==> config.mk <==
export PLATFORM = sky130hd
export DESIGN_NAME = router_rx_client
export DESIGN_NICKNAME = d
export VERILOG_FILES = /design/src/rtl/router_rx_client.sv
export SDC_FILE = /design/constraint.sdc
export NUM_CORES = 1
export LEC_CHECK = 0
export CORE_AREA = 2 2 91 93
export DETAILED_ROUTE_END_ITERATION = 10
export DIE_AREA = 0 0 93 95
export PLACE_DENSITY = 0.83
export SYNTH_ARGS = -nofsm -noshare
export SYNTH_HDL_FRONTEND = slang
export SYNTH_SLANG_ARGS = --single-unit
==> constraint.sdc <==
create_clock -name clock -period 6.4 [get_ports clock]
set_input_delay 1.28 -clock clock [delete_from_list [all_inputs] [get_ports clock]]
set_output_delay 1.28 -clock clock [all_outputs]
set_load 0.005 [all_outputs]
==> src/rtl/router_rx_client.sv <==
// router_rx_client: destination-side packet consumer for one router port.
// Reads the output FIFO, reassembles {header, payload, parity} and keeps stats.
//
// Ports:
//   clock, resetn        rising-edge clock, asynchronous active-low reset
//   vld_out              FIFO non-empty
//   data_out[7:0]        FIFO read data, valid the cycle after a read_enb sample
//   soft_reset           FIFO of this port is being flushed; abandon the packet
//   rd_delay[5:0]        cycles to wait with vld_out high before the first read
//   read_enb             FIFO read enable (combinational)
//   busy                 any state other than IDLE
//   pkt_done             one-cycle pulse when a packet has been fully consumed
//   parity_err/addr_err  error flags, pulsed together with pkt_done
//   drop                 one-cycle pulse when a packet is abandoned
//   last_hdr, pkt_len    header and payload length of the last completed packet
//   pkt_cnt, err_cnt     saturating completed / errored packet counters
module router_rx_client #(
    parameter logic [1:0]  PORT_ADDR = 2'd0,
    parameter int unsigned CNT_W     = 16
) (
    input  logic             clock,
    input  logic             resetn,
    input  logic             vld_out,
    input  logic [7:0]       data_out,
    input  logic             soft_reset,
    input  logic [5:0]       rd_delay,
    output logic             read_enb,
    output logic             busy,
    output logic             pkt_done,
    output logic             parity_err,
    output logic             addr_err,
    output logic             drop,
    output logic [7:0]       last_hdr,
    output logic [5:0]       pkt_len,
    output logic [CNT_W-1:0] pkt_cnt,
    output logic [7:0]       err_cnt
);

    typedef enum logic [2:0] {
        S_IDLE,
        S_WAIT,
        S_HDR_REQ,
        S_HDR_CAP,
        S_PAYLOAD,
        S_DONE
    } state_t;

    state_t           state_q, state_d;
    logic             rd_q;
    logic [5:0]       wcnt_q, wcnt_d;
    logic [7:0]       hdr_q, hdr_d;
    logic [7:0]       xacc_q, xacc_d;
    // rem counts payload bytes plus the parity byte, so it needs 7 bits
    logic [6:0]       rem_q, rem_d;
    logic [6:0]       issued_q, issued_d;
    logic [6:0]       capd_q, capd_d;
    logic             perr_q, perr_d;
    logic [7:0]       last_hdr_q, last_hdr_d;
    logic [5:0]       pkt_len_q, pkt_len_d;
    logic [CNT_W-1:0] pkt_cnt_q, pkt_cnt_d;
    logic [7:0]       err_cnt_q, err_cnt_d;
    logic             rd_en;
    logic             aerr;

    always_comb begin
        state_d    = state_q;
        wcnt_d     = wcnt_q;
        hdr_d      = hdr_q;
        xacc_d     = xacc_q;
        rem_d      = rem_q;
        issued_d   = issued_q;
        capd_d     = capd_q;
        perr_d     = perr_q;
        last_hdr_d = last_hdr_q;
        pkt_len_d  = pkt_len_q;
        pkt_cnt_d  = pkt_cnt_q;
        err_cnt_d  = err_cnt_q;
        rd_en      = 1'b0;
        pkt_done   = 1'b0;
        parity_err = 1'b0;
        addr_err   = 1'b0;
        drop       = 1'b0;
        aerr       = (hdr_q[1:0] != PORT_ADDR);

        unique case (state_q)
            S_IDLE: begin
                if (vld_out) begin
                    wcnt_d  = 6'd0;
                    state_d = S_WAIT;
                end
            end
            S_WAIT: begin
                if (soft_reset) begin
                    drop    = 1'b1;
                    state_d = S_IDLE;
                end else begin
                    wcnt_d = (&wcnt_q) ? wcnt_q : wcnt_q + 6'd1;
                    if (wcnt_q >= rd_delay) begin
                        state_d = S_HDR_REQ;
                    end
                end
            end
            S_HDR_REQ: begin
                if (soft_reset) begin
                    drop    = 1'b1;
                    state_d = S_IDLE;
                end else begin
                    rd_en = vld_out;
                    if (vld_out) begin
                        state_d = S_HDR_CAP;
                    end
                end
            end
            S_HDR_CAP: begin
                // no read here: this is the bubble between header and payload
                if (soft_reset) begin
                    drop    = 1'b1;
                    state_d = S_IDLE;
                end else if (rd_q) begin
                    hdr_d    = data_out;
                    xacc_d   = data_out;
                    rem_d    = {1'b0, data_out[7:2]} + 7'd1;
                    issued_d = 7'd0;
                    capd_d   = 7'd0;
                    state_d  = S_PAYLOAD;
                end
            end
            S_PAYLOAD: begin
                if (soft_reset) begin
                    drop    = 1'b1;
                    state_d = S_IDLE;
                end else begin
                    rd_en = vld_out && (issued_q < rem_q);
                    if (rd_en) begin
                        issued_d = issued_q + 7'd1;
                    end
                    if (rd_q) begin
                        capd_d = capd_q + 7'd1;
                        // the last byte captured is parity, not payload
                        if (capd_q == rem_q - 7'd1) begin
                            perr_d  = (xacc_q != data_out);
                            state_d = S_DONE;
                        end else begin
                            xacc_d = xacc_q ^ data_out;
                        end
                    end
                end
            end
            S_DONE: begin
                pkt_done   = 1'b1;
                parity_err = perr_q;
                addr_err   = aerr;
                last_hdr_d = hdr_q;
                pkt_len_d  = hdr_q[7:2];
                pkt_cnt_d  = (&pkt_cnt_q) ? pkt_cnt_q
                                          : pkt_cnt_q + CNT_W'(1);
                if (perr_q || aerr) begin
                    err_cnt_d = (&err_cnt_q) ? err_cnt_q
                                             : err_cnt_q + 8'd1;
                end
                state_d = S_IDLE;
            end
            default: begin
                state_d = S_IDLE;
            end
        endcase
    end

    always_ff @(posedge clock or negedge resetn) begin
        if (!resetn) begin
            state_q    <= S_IDLE;
            rd_q       <= 1'b0;
            wcnt_q     <= '0;
            hdr_q      <= '0;
            xacc_q     <= '0;
            rem_q      <= '0;
            issued_q   <= '0;
            capd_q     <= '0;
            perr_q     <= 1'b0;
            last_hdr_q <= '0;
            pkt_len_q  <= '0;
            pkt_cnt_q  <= '0;
            err_cnt_q  <= '0;
        end else begin
            state_q    <= state_d;
            rd_q       <= rd_en;
            wcnt_q     <= wcnt_d;
            hdr_q      <= hdr_d;
            xacc_q     <= xacc_d;
            rem_q      <= rem_d;
            issued_q   <= issued_d;
            capd_q     <= capd_d;
            perr_q     <= perr_d;
            last_hdr_q <= last_hdr_d;
            pkt_len_q  <= pkt_len_d;
            pkt_cnt_q  <= pkt_cnt_d;
            err_cnt_q  <= err_cnt_d;
        end
    end

    assign read_enb = rd_en;
    assign busy     = (state_q != S_IDLE);
    assign last_hdr = last_hdr_q;
    assign pkt_len  = pkt_len_q;
    assign pkt_cnt  = pkt_cnt_q;
    assign err_cnt  = err_cnt_q;

endmodule

==> metrics.md <==
| Metric | Value |
|---|---|
| CTS sink cnt | `80` |
| Mapped cell area | `4471 µm²` |
| Starting Density | `56.39%` |
| Tot Pwr | `1.428 mW` |
| Async set-reset flop share out of synthesis | `100.0%` |
| Peak supply drop | `0.1322 mV` |
| CP arrival | `3.51 ns` |
| TNS Setup | `0 ns` |
| Core area | `7928 µm²` |
| GRT Util Overall | `22.71%` |
| Via count | `3,649` |
| Reg2reg end | `state_q[0]$_DFFE_PN0P_` |
| Die Y | `95 µm` |
| Slew margin rel. | `34.27%` |
| CP Data Required Time | `5.12 ns` |
| Flops & latches, synth | `80` |
| Clock Latency Late Sink | `0.37 ns` |
| RR Startpoint | `rem_q[0]$_DFFE_PN0P_` |
| DPL Wire Length | `6918 µm` |
| EDFF count, synth | `0` |
| Wirelength, routed | `9510 µm` |
| # IOs | `62` |
| Hold Path End | `last_hdr[7]$_DFFE_PN0P_` |
| RSZ-0062 raised after global routing | `false` |
| Share of cells above drive strength 1 | `5.773%` |
| RD Place Congestion | `0.8801` |
| Avg WL per Cell | `14.81 µm` |
| Count of antenna-violating nets left after detailed routing | `0` |
| Pins Over Slew Limit | `0` |
| Drt pass-1 iters | `5` |
| Drt initial violations | `161` |
| Worst-path clk slew | `0.09 ns` |
| Leak Pwr | `2.329 nW` |
| Worst Hold Class | `register to register` |
| Area grow syn2layout | `18.16%` |
| Nets | `569` |
| Port bufs | `61` |
| Least-Margin Pin Slew | `0.9859 ns` |
| Avg Synthesized Cell Area | `9.256 µm²` |
| CTS Hold Bufs | `0` |
| Final period util | `74.81%` |
| Mapped Nets | `520` |
| Clk_skew | `0.01285 ns` |
| Die W | `93 µm` |
| Rows | `33` |
| CP max FO | `4` |
| Root buffer cell | `clkbuf_8` |
| Ys flop type | `dfrtp_1` |
| First-pass GRT wire length | `15,970 µm` |
| # DRC | `0` |
| FF-to-FF setup slack | `3.62 ns` |
| Largest net degree at the start of global routing | `81` |
| Crit end category | `output port` |
| Post-CTS resize count | `0` |
| WHS Path Cells | `2` |
| Vias per cell | `5.684` |
| Hold Vio Cnt, Final | `0` |
| Worst setup margin | `1.612 ns` |
| Netlist cell types | `56` |
| Min-delay src | `hdr_q[7]$_DFFE_PN0P_` |
| Antenna violations before repair | `0` |
| FF-to-FF path depth | `8` |
| Tmin final | `4.788 ns` |
| Vias in the first global route | `3,564` |
| Gate Count Post-Synth | `483` |
| Die ar. | `8835 µm²` |
| Max Buffers Root-to-Sink | `2` |
| Place WS | `1.646 ns` |
| Max Clk Rate | `208.9 MHz` |
| Total of max-cap violations | `0` |
| TritonCTS clock tree | `done` |
| Startpoint type of the worst setup path | `input pin` |
| Grt ovf | `0` |
| # setup viols final | `0` |
| Synth warnings | `0` |
| H-tree depth | `3` |
| Post-CTS Setup Bufs | `0` |
| Register area share after synthesis | `44.78%` |
| Outcome | `complete, no violations` |
| Ant diodes | `0` |
| PD cells | `270.2 nW/µm²` |
| CP Class | `input pin to output port` |
| Total CTS buffers | `9` |
-- cell type report --
| type | instances | area [µm²] |
|---|---|---|
| inverters | 31 | 116.4 |
| repair buffers | 62 | 615.6 |
| flip-flops and latches | 80 | 2002 |
| multi-input cells | 348 | 2228 |
| clock inverters | 6 | 51.30 |
| clock buffers | 10 | 137.6 |
| well taps | 105 | 131.4 |
| fillers | 650 | 2645 |
-- where the power goes --
group          internal [mW]  switching [mW]  total (mW)
Combinational          0.187           0.206       0.393
Clock                  0.156           0.200       0.356
Sequential             0.583          0.0954       0.679
-- cell families (layout without fill, tap and decap cells) --
logic type,after synthesis,count (layout),share of synthesized area [%]
and+or+nand+nor,189,189,20.35
AOI/OAI and AO/OA,83,83,12.57
DFF,80,80,44.78
buffers and inverters,55,109,5.373
xor gates and xnor gates,47,47,9.208
adders and majority gates,19,19,5.318
muxes,10,10,2.407
-- per-stage QoR --
stage,instance area [µm²],cells,hold WS [ns],util [%]
final,5283,642,0.4735,66.64
after global routing,5283,642,0.5068,66.64
after detailed placement,5094,626,0.4623,64.25
after global placement,5094,626,0.4605,64.25
after CTS,5283,642,0.4824,66.64
after floorplan,4471,483,0.4386,-
-- state kept, by name (all words and copies together), names as in the netlist --
name	count
pkt_cnt	16
err_cnt	8
hdr_q	8
last_hdr	8
xacc_q	8
capd_q	7
issued_q	7
rem_q	7
wcnt_q	6
state_q	3
perr_q	1
rd_q	1
-- routing by layer --
layer	track usage [%]	wire, µm
met1	28.33	4204
met2	39.19	4799
met3	4.948	358
met4	7.966	148
met5	0	0
-- worst max path at each step --
stage | end | startpoint | slack, ns
after floorplan | read_enb | vld_out | 2.98
after global placement | read_enb | vld_out | 1.78
after detailed placement | read_enb | vld_out | 1.65
after CTS | read_enb | vld_out | 1.63
after global routing | read_enb | vld_out | 1.42
final | read_enb | vld_out | 1.61
-- Yosys cell counts (13+ instances only) --
cell type | count | area [µm²]
a21oi_1 | 15 | 75.07
clkbuf_1 | 13 | 48.80
dfrtp_1 | 80 | 2002
ha_1 | 19 | 237.7
inv_1 | 31 | 116.4
nand2_1 | 83 | 311.6
nand3_1 | 16 | 80.08
nand4_1 | 16 | 100.1
nor2_1 | 22 | 82.58
nor3_1 | 14 | 70.07
o21ai_0 | 23 | 115.1
or3_1 | 15 | 93.84
xnor2_1 | 36 | 315.3
-- placed cells by master, fill, tap and decap left out, types with 3 or more instances in the layout --
master           synthesis  routed
o2111ai_1                7       7
clkdlybuf4s50_1          0      60
clkbuf_8                 0      10
dfrtp_1                 80      80
o211ai_1                 8       8
a21o_1                   5       5
xnor2_1                 36      36
mux2_2                   6       6
a21oi_1                 15      15
xor2_1                  11      11
clkinv_4                 0       3
nand2_1                 83      83
and3_1                   4       4
o21a_1                   3       3
nor2_1                  22      22
mux2i_1                  4       4
inv_1                   31      31
nand3_1                 16      16
or3_1                   15      15
nor3_1                  14      14
nand4_1                 16      16
o21ai_0                 23      23
ha_1                    19      19
-- critical path, cell delays in order --
cell             delay (ns)
clkdlybuf4s50_1        0.54
inv_1                  0.12
a211oi_1               0.24
o21ai_0                0.17
a21oi_1                0.24
a31oi_1                0.11
nor3_1                 0.25
clkdlybuf4s50_1        0.56
(Power assumes the default switching activity.)
